$ cat src/rtl/uart_pkg.sv
// Shared types for the UART transmit path: frame state encoding and parity type codes.
package uart_pkg;

  typedef enum logic [2:0] {
    IDLE   = 3'd0,
    START  = 3'd1,
    DATA   = 3'd2,
    PARITY = 3'd3,
    STOP   = 3'd4
  } state_e;

  localparam logic PAR_EVEN = 1'b0;
  localparam logic PAR_ODD  = 1'b1;

endpackage

$ cat src/rtl/uart_tx_fsm_if.sv
// Host/serializer-facing signals of the UART frame controller.
interface uart_tx_fsm_if #(parameter int DATA_WIDTH = 8);
  logic                  Data_valid;
  logic [DATA_WIDTH-1:0] P_DATA;
  logic                  PAR_EN;
  logic                  PAR_TYP;
  logic                  serial_Data;
  logic                  serial_enable;
  logic                  TX_OUT;
  logic                  busy;

  modport master (
    output Data_valid, P_DATA, PAR_EN, PAR_TYP, serial_Data,
    input  serial_enable, TX_OUT, busy
  );

  modport slave (
    input  Data_valid, P_DATA, PAR_EN, PAR_TYP, serial_Data,
    output serial_enable, TX_OUT, busy
  );
endinterface

$ cat src/rtl/uart_tx_fsm_parity_calc.sv
// Combinational frame parity: XOR reduction of the byte, inverted for odd parity.
module parity_calc
  import uart_pkg::*;
#(
  parameter int DATA_WIDTH = 8
) (
  input  logic [DATA_WIDTH-1:0] data,
  input  logic                  typ,
  output logic                  par
);
  assign par = (typ == PAR_ODD) ? ~(^data) : (^data);
endmodule

$ cat src/rtl/uart_tx_fsm.sv
// UART TX frame controller: start, LSB-first data, optional parity, stop.
// Outputs are registered from the next-state decode so they line up with the state.
module uart_tx_fsm
  import uart_pkg::*;
#(
  parameter int DATA_WIDTH = 8
) (
  input  logic          CLK,
  input  logic          RST_n,
  uart_tx_fsm_if.slave  bus
);
  localparam int             CW   = (DATA_WIDTH > 1) ? $clog2(DATA_WIDTH) : 1;
  localparam logic [CW-1:0]  LAST = CW'(DATA_WIDTH - 1);

  state_e          state, state_nxt;
  logic [CW-1:0]   cnt, cnt_nxt;
  logic            par_en_q, par_bit_q, par_calc;
  logic            tx_q, busy_q, se_q;
  logic            tx_nxt, busy_nxt, se_nxt;
  logic            accept;

  parity_calc #(.DATA_WIDTH(DATA_WIDTH)) u_par (
    .data (bus.P_DATA),
    .typ  (bus.PAR_TYP),
    .par  (par_calc)
  );

  // A new frame is taken only when the line is idle or on its stop bit.
  assign accept = bus.Data_valid && ((state == IDLE) || (state == STOP));

  always_ff @(posedge CLK or negedge RST_n) begin
    if (!RST_n) begin
      state     <= IDLE;
      cnt       <= '0;
      par_en_q  <= 1'b0;
      par_bit_q <= 1'b0;
    end else begin
      state <= state_nxt;
      cnt   <= cnt_nxt;
      if (accept) begin
        par_en_q  <= bus.PAR_EN;
        par_bit_q <= par_calc;
      end
    end
  end

  always_comb begin
    state_nxt = state;
    cnt_nxt   = cnt;
    case (state)
      IDLE:   if (accept) state_nxt = START;
      START:  state_nxt = DATA;
      DATA: begin
        if (cnt == LAST) begin
          cnt_nxt   = '0;
          state_nxt = par_en_q ? PARITY : STOP;
        end else begin
          cnt_nxt = cnt + CW'(1);
        end
      end
      PARITY: state_nxt = STOP;
      STOP:   state_nxt = accept ? START : IDLE;
      default: begin
        state_nxt = IDLE;
        cnt_nxt   = '0;
      end
    endcase
  end

  // The serializer is not shifted after the last data bit has been sampled.
  always_comb begin
    tx_nxt   = 1'b1;
    busy_nxt = 1'b1;
    se_nxt   = 1'b0;
    case (state_nxt)
      IDLE:   busy_nxt = 1'b0;
      START: begin
        tx_nxt = 1'b0;
        se_nxt = 1'b1;
      end
      DATA: begin
        tx_nxt = bus.serial_Data;
        se_nxt = (cnt_nxt != LAST);
      end
      PARITY: tx_nxt = par_bit_q;
      STOP:   ;
      default: busy_nxt = 1'b0;
    endcase
  end

  always_ff @(posedge CLK or negedge RST_n) begin
    if (!RST_n) begin
      tx_q   <= 1'b1;
      busy_q <= 1'b0;
      se_q   <= 1'b0;
    end else begin
      tx_q   <= tx_nxt;
      busy_q <= busy_nxt;
      se_q   <= se_nxt;
    end
  end

  assign bus.TX_OUT        = tx_q;
  assign bus.busy          = busy_q;
  assign bus.serial_enable = se_q;

endmodule
$ cat src/flat_wrapper.sv
// flat-port wrapper written by rule: the top's interface ports become plain ports
module uart_tx_fsm_flat import uart_pkg::*;
#(
  parameter int DATA_WIDTH = 8
)
  (CLK, RST_n, bus_Data_valid, bus_P_DATA, bus_PAR_EN, bus_PAR_TYP, bus_serial_Data, bus_serial_enable, bus_TX_OUT, bus_busy);
  uart_tx_fsm_if #(.DATA_WIDTH(DATA_WIDTH)) bus_i ();
  input  logic CLK;
  input  logic RST_n;
  input wire logic [$bits(bus_i.Data_valid)-1:0] bus_Data_valid;
  input wire logic [$bits(bus_i.P_DATA)-1:0] bus_P_DATA;
  input wire logic [$bits(bus_i.PAR_EN)-1:0] bus_PAR_EN;
  input wire logic [$bits(bus_i.PAR_TYP)-1:0] bus_PAR_TYP;
  input wire logic [$bits(bus_i.serial_Data)-1:0] bus_serial_Data;
  output wire logic [$bits(bus_i.serial_enable)-1:0] bus_serial_enable;
  output wire logic [$bits(bus_i.TX_OUT)-1:0] bus_TX_OUT;
  output wire logic [$bits(bus_i.busy)-1:0] bus_busy;
  assign bus_i.Data_valid = bus_Data_valid;
  assign bus_i.P_DATA = bus_P_DATA;
  assign bus_i.PAR_EN = bus_PAR_EN;
  assign bus_i.PAR_TYP = bus_PAR_TYP;
  assign bus_i.serial_Data = bus_serial_Data;
  assign bus_serial_enable = bus_i.serial_enable;
  assign bus_TX_OUT = bus_i.TX_OUT;
  assign bus_busy = bus_i.busy;
  uart_tx_fsm #(.DATA_WIDTH(DATA_WIDTH)) u_core (.CLK(CLK), .RST_n(RST_n), .bus(bus_i));
endmodule
$ cat config.mk
export PLATFORM = sky130hd
export DESIGN_NAME = uart_tx_fsm_flat
export DESIGN_NICKNAME = d
export VERILOG_FILES = /design/src/rtl/uart_pkg.sv /design/src/rtl/uart_tx_fsm_if.sv /design/src/rtl/uart_tx_fsm_parity_calc.sv /design/src/rtl/uart_tx_fsm.sv /design/src/flat_wrapper.sv
export SDC_FILE = /design/constraint.sdc
export NUM_CORES = 1
export LEC_CHECK = 0
export BUFFER_PORTS_ARGS = -buffer_cell sky130_fd_sc_hd__buf_2
export CORE_MARGIN = 4
export CORE_UTILIZATION = 44
export DETAILED_ROUTE_END_ITERATION = 12
export PLACE_DENSITY = 0.7
export SLEW_MARGIN = 40
export SYNTH_ARGS = -nofsm -noshare
export SYNTH_HDL_FRONTEND = slang
export SYNTH_SLANG_ARGS = --single-unit
$ cat constraint.sdc
create_clock -name CLK -period 1.5 [get_ports CLK]
set_input_delay 0.075 -clock CLK [delete_from_list [all_inputs] [get_ports CLK]]
set_output_delay 0.075 -clock CLK [all_outputs]
set_load 0.05 [all_outputs]
# Word level (Yosys, flattened, before mapping)
# Index checks and enable logic that the tools add are counted.
# op_classes
div	0
n_reduce_logical	6
n_bitwise	1
n_mul	0
shift	0
n_eq_ne	10
mux	11
n_lt_le_gt_ge	0
n_addsub	1
# op_table
op	n
case mux 3 bit (5 select lines)	1
== test 3 x 2 -> 1 bit, second input constant	4
two-way mux 3 bit	4
== test 3 bit, second input constant	3
OR reduction 4 bit	2
parity 8 bit	1
== test 3 x 1 -> 1 bit, second input constant	2
case mux 3 bit (2 select lines)	1
adder 3 x 1 -> 3 bit, second input constant	1
zero test 3 bit	1
two-way mux 1 bit	3
!= test 3 bit, second input constant	1
case mux 1 bit (3 select lines)	1
case mux 1 bit (2 select lines)	1
logical AND 1 bit	1
logical OR 1 bit	1
inverter 1 bit	1
# totals
word_cells	36
mem_bits_ro	0
latchBits	0
in_bits	14
mem_count	0
reg_bits	11
ramBits	0
output_inout_bits	3

# Longest topological paths before layout
# depth
word_depth	8
mapped_depth	6
mapped_depth_nobuf	6

# Modules after synthesis
# Synthesis repeated with hierarchy kept, for this count alone.
# hier_totals
cells_unflattened	61
area_unflattened_um2	640.6
# modules_own_cells
module	cells_per_inst	area_each_um2	instances	seq_area_each_um2
uart_tx_fsm	54	558.0	1	276.5
parity_calc	7	82.6	1	0.0

# Worst setup path before layout
# Ideal clock, no wire load.
# synth_timing
path_type	register -> register
startpoint	register u_core.cnt[0]
endpoint	register u_core.se_q (netlist: u_core.bus.serial_enable)
setup_ps	131
setup_slack_ps	-96
arrival_time_ps	1465
t_required_ps	1369
path_stages_with_launch	6
n_path_buf	0
synth_period_minus_slack_ps	1596
path_cell_list	dfrtp_1 -> ha_1 -> ha_1 -> or3b_4 -> o31ai_4 -> a31oi_1
# synth_via
elab_chain_len	5
elab_cells_between_ends	10
classes_between	add/sub: 1; eq/ne: 4; mux: 5
# synth_lines
item	line_no	rtl
start, declared	uart_tx_fsm.sv:16	logic [CW-1:0] cnt, cnt_nxt;
start signal, assigned	uart_tx_fsm.sv:39	cnt <= cnt_nxt;
adder 3 x 1 -> 3 bit / == test 3 bit (equally long branches)	uart_tx_fsm.sv:58, uart_tx_fsm.sv:54	
two-way mux 3 bit	uart_tx_fsm.sv:54	if (cnt == LAST) begin
case mux 3 bit (2 select lines) *	uart_tx_fsm.sv:50	case (state)
named net u_core.cnt_nxt[0]	uart_tx_fsm.sv:16	
!= test 3 bit *	uart_tx_fsm.sv:83	se_nxt = (cnt_nxt != LAST);
case mux 1 bit (2 select lines) *	uart_tx_fsm.sv:75	case (state_nxt)
named net u_core.se_nxt	uart_tx_fsm.sv:19	logic tx_nxt, busy_nxt, se_nxt;
end signal, assigned	uart_tx_fsm.sv:99	se_q <= se_nxt;
end, declared	uart_tx_fsm.sv:18	logic tx_q, busy_q, se_q;
# The timed path passes the listed nets; every way through them passes the cells marked *.
# A chain may end at the register's enable or synchronous reset.

# Final worst setup path
# layout_timing
startpoint	register u_core.cnt[0]
endpoint	register u_core.busy_q (netlist: u_core.bus.busy)
# layout_via
elab_chain_len	6
elab_cells_between_ends	9
classes_between	eq/ne: 5; mux: 3; reduce/logical: 1
# layout_lines
item	line_no	rtl
== test 3 bit *	uart_tx_fsm.sv:54	
two-way mux 3 bit *	uart_tx_fsm.sv:54	
case mux 3 bit (5 select lines) *	uart_tx_fsm.sv:50	
== test 3 x 2 -> 1 bit (tied with other cells)	uart_tx_fsm.sv:75	
OR reduction 4 bit (no source line) *	--	
two-way mux 1 bit *	uart_tx_fsm.sv:75	
named net u_core.busy_nxt	uart_tx_fsm.sv:19	
end signal, assigned	uart_tx_fsm.sv:98	busy_q <= busy_nxt;
end, declared	uart_tx_fsm.sv:18	
# Marks and branches as above.

==> impl_metrics.csv <==
group,metric,value,unit
floorplan,dieWidth,46.01,um
run_status,outcome,"complete, but fails checks",
min_path,whs_path_depth,2,
worst_setup_path,max_stage_delay,360,ps
power_and_ir_drop,peakVddDrop,718.7,uV
timing,skew,4.036,ps
detailed_routing,totalWireLength,1228,um
power_and_ir_drop,power_density,1965,nW/um^2
detailed_routing,top_layer,"met4",
detailed_routing,drcViolationCount,0,
timing,min_period,1538,ps
detailed_routing,detail_route.iter0.violations,8,
floorplan,die-area,2116,sq um
grt,grt_max_degree,12,
clocking,clock_latency,270,ps
timing,fin_crit_sh,102.6,%
clocking,cts.clk_slew.worst_paths,70,ps
synthesis,yosys_warnings,0,
synthesis,syn_area_per_cell,11.15,sq um
min_path,whs_endpoint,"u_core.par_en_q",
cells_and_area,syn_to_final_growth,30.91,%
run_status,violations,"setup timing",
timing,hold_violations,0,
cells_and_area,fillers,109,
worst_setup_path,cp-start-kind,"flip-flop",
clocking,cts_tree,"built",
timing,slew_headroom,81.90,%
grt,antenna_found_initial,0,
synthesis,synthArstFlopShare,100.0,%
floorplan,ios,17,
power_and_ir_drop,power,1.635,mW
clocking,cts_root_buffer,"clkbuf_4",
detailed_routing,routed_via_density,5.134,
timing,setup_viol,4,
worst_setup_path,rr_worst_depth,6,
synthesis,synth.distinct_cells,30,
detailed_routing,drtAntennaViolNets,0,
synthesis,netlist.area_leader.share,39.37,%
placed_design,placed_cell_area,764.5,sq um
grt,grt-ovfl-total,0,
worst_setup_path,path_buf_inv,0,
synthesis,synth_area_leader_cell,"dfrtp_1",
worst_setup_path,critPathSlowestCell,"dfrtp_1",
detailed_routing,wl_met2,595,um
worst_setup_path,rr_endpoint,"u_core.bus.busy",
worst_setup_path,worst-path-max-fanout,3,
clocking,cts_inserted_buffers,3,
synthesis,syn_nets,73,
floorplan,coreArea,1334,sq um
floorplan,initial_core_util,47.65,%
floorplan,die_y,46.01,um
synthesis,synth_flop_cell,"dfrtp_1",
synthesis,synth_common_cells,"dfrtp_1, nor2_1",
timing,holdWs,34.05,ps
worst_setup_path,cp_data_required_time,1650,ps
worst_setup_path,critical_path_class,"flip-flop to flip-flop",
timing,max_freq,650.1,MHz
timing,rsz0062_at_grt,"yes",
worst_setup_path,r2r_start,"u_core.cnt[0]",
grt,grt.total_usage,14.81,%
synthesis,yosysSeqAreaShare,43.50,%
min_path,hp-class,"input port to flip-flop",
synthesis,synth-edff-count,0,
worst_setup_path,cp.arrival,1690,ps
placed_design,io_buffers,16,
synthesis,syn_inst,57,
clocking,clock_path_buffers,2,
worst_setup_path,cp_top_family,"simple AND/OR/NAND/NOR gates",
worst_setup_path,path_cells,"ha_2, ha_4, nor2b_4, o21a_1, or2_4, or3b_1",
detailed_routing,routed-wl-met3,63,um
worst_setup_path,crit_path_end_kind,"flip-flop",
synthesis,yosysMostFrequentCell,"dfrtp_1",
placed_design,dp_slack,-44.27,ps
timing,drv_slew,0,
power_and_ir_drop,power_leakage,0.3930,nW
detailed_routing,wl_met1,547,um
detailed_routing,dr.pass1.iters,4,
run,cap_violations,0,
detailed_routing,num_vias,498,
clocking,clock_sinks,11,
cells_and_area,fin_area,832.0,sq um
grt,grt_pass1_wl,2125,um
timing,worst_pin_slew,271.5,ps
cells_and_area,drive_above_1_share,47.56,%
cells_and_area,num_antenna_cells,0,
timing,worst_slack,-38.31,ps
worst_setup_path,r2r_slack,-40,ps
grt,grt_pass1_vias,498,
cells_and_area,nNetsFinal,99,
floorplan,rows,13,
synthesis,syn_area,635.6,sq um
synthesis,synth-seq-cells,11,
min_path,min_from,"bus_PAR_EN",
detailed_routing,wl_per_cell,12.66,um
synthesis,yosys-top-cells-area,"dfrtp_1, xnor2_2, dfstp_2",
clocking,cts_max_level,1,
placed_design,gp_congestion,0.7987,
-- what timing repair did --
item                                    4_1_cts  5_1_grt
endpoints found under the setup margin        3        4
resized for setup                             0        3
buffers inserted                              1        2
pin swaps                                     1        1
hold endpoints to repair                     11        0
hold buffers                                  1        0
-- through the flow --
step	instances	setup TNS, ps	utilization, %
after floorplan	57	-47.06	-
after global placement	89	-33.04	57.32
after detailed placement	89	-69.40	57.32
after CTS	95	-89.75	60.60
after global routing	97	-302.4	62.38
final	97	-108.5	62.38
-- layout make-up --
| class | instances | area (sq um) | share of cell area, % |
|---|---|---|---|
| multi-input combinational | 43 | 371.6 | 44.66 |
| tap | 15 | 18.77 | 2.256 |
| timing repair buffer | 23 | 135.1 | 16.24 |
| sequential | 11 | 276.5 | 33.23 |
| clock buffer | 4 | 26.28 | 3.158 |
| inverter | 1 | 3.754 | 0.4511 |
-- state kept, by name (all words and copies together), names as in the netlist --
| register | flops |
|---|---|
| u_core.bus.busy | 1 |
| u_core.bus.TX_OUT | 1 |
| u_core.bus.serial_enable | 1 |
| u_core.cnt | 3 |
| u_core.par_en_q | 1 |
| u_core.state | 3 |
| u_core.par_bit_q | 1 |
-- power breakdown --
part,switching [mW],internal [mW]
clock,0.104,0.103
sequential,0.116,0.437
combinational,0.449,0.426
total,0.669,0.966
-- worst max path at each step --
stage                   from                        to  slack, ps  cells after the start
3_3_place_gp   u_core.cnt[1]  u_core.bus.serial_enable        -30                      5
2_1_floorplan  u_core.cnt[0]           u_core.bus.busy        -30                      6
3_5_place_dp   u_core.cnt[1]  u_core.bus.serial_enable        -40                      5
4_1_cts        u_core.cnt[1]  u_core.bus.serial_enable        -50                      5
6_report       u_core.cnt[0]           u_core.bus.busy        -40                      6
5_1_grt        u_core.cnt[1]  u_core.bus.serial_enable        -90                      6
-- worst register-to-register path: stages, from the launching register on --
cell,delay [ps]
dfrtp_1,360
ha_2,190
ha_4,130
nor2b_4,140
o21a_1,130
or2_4,130
or3b_1,340
-- placed cells by master, fill, tap and decap left out, types with 2 or more instances in the layout --
| cell type | synthesis | final |
|---|---|---|
| buf_4 | 2 | 6 |
| o21ai_0 | 2 | 2 |
| nand2_1 | 3 | 3 |
| xnor2_1 | 3 | 3 |
| buf_2 | 0 | 16 |
| dfrtp_1 | 10 | 10 |
| xnor2_2 | 2 | 2 |
| nand3_1 | 2 | 2 |
| a21oi_1 | 3 | 3 |
| nand2b_1 | 3 | 3 |
| clkbuf_4 | 0 | 3 |
| nor2_1 | 5 | 5 |
-- cell families (layout without fill, tap and decap cells) --
family	Yosys count	count (layout)	share of synthesized area [%]
xor+xnor	7	7	14.17
fa+ha+maj	2	2	3.936
flops	11	11	43.50
mux	2	2	4.133
compound gates	11	11	12.60
simple gates	21	21	18.70
buf+inv	3	28	2.951
-- routing by layer --
| metal | track usage, % | up-vias |
|---|---|---|
| li1 | - | 246 |
| met1 | 19.12 | 237 |
| met2 | 21.43 | 13 |
| met3 | 3.557 | 2 |
| met4 | 10.23 | 0 |
| met5 | 0 | - |
No activity file was read; power rests on OpenSTA's default activity.
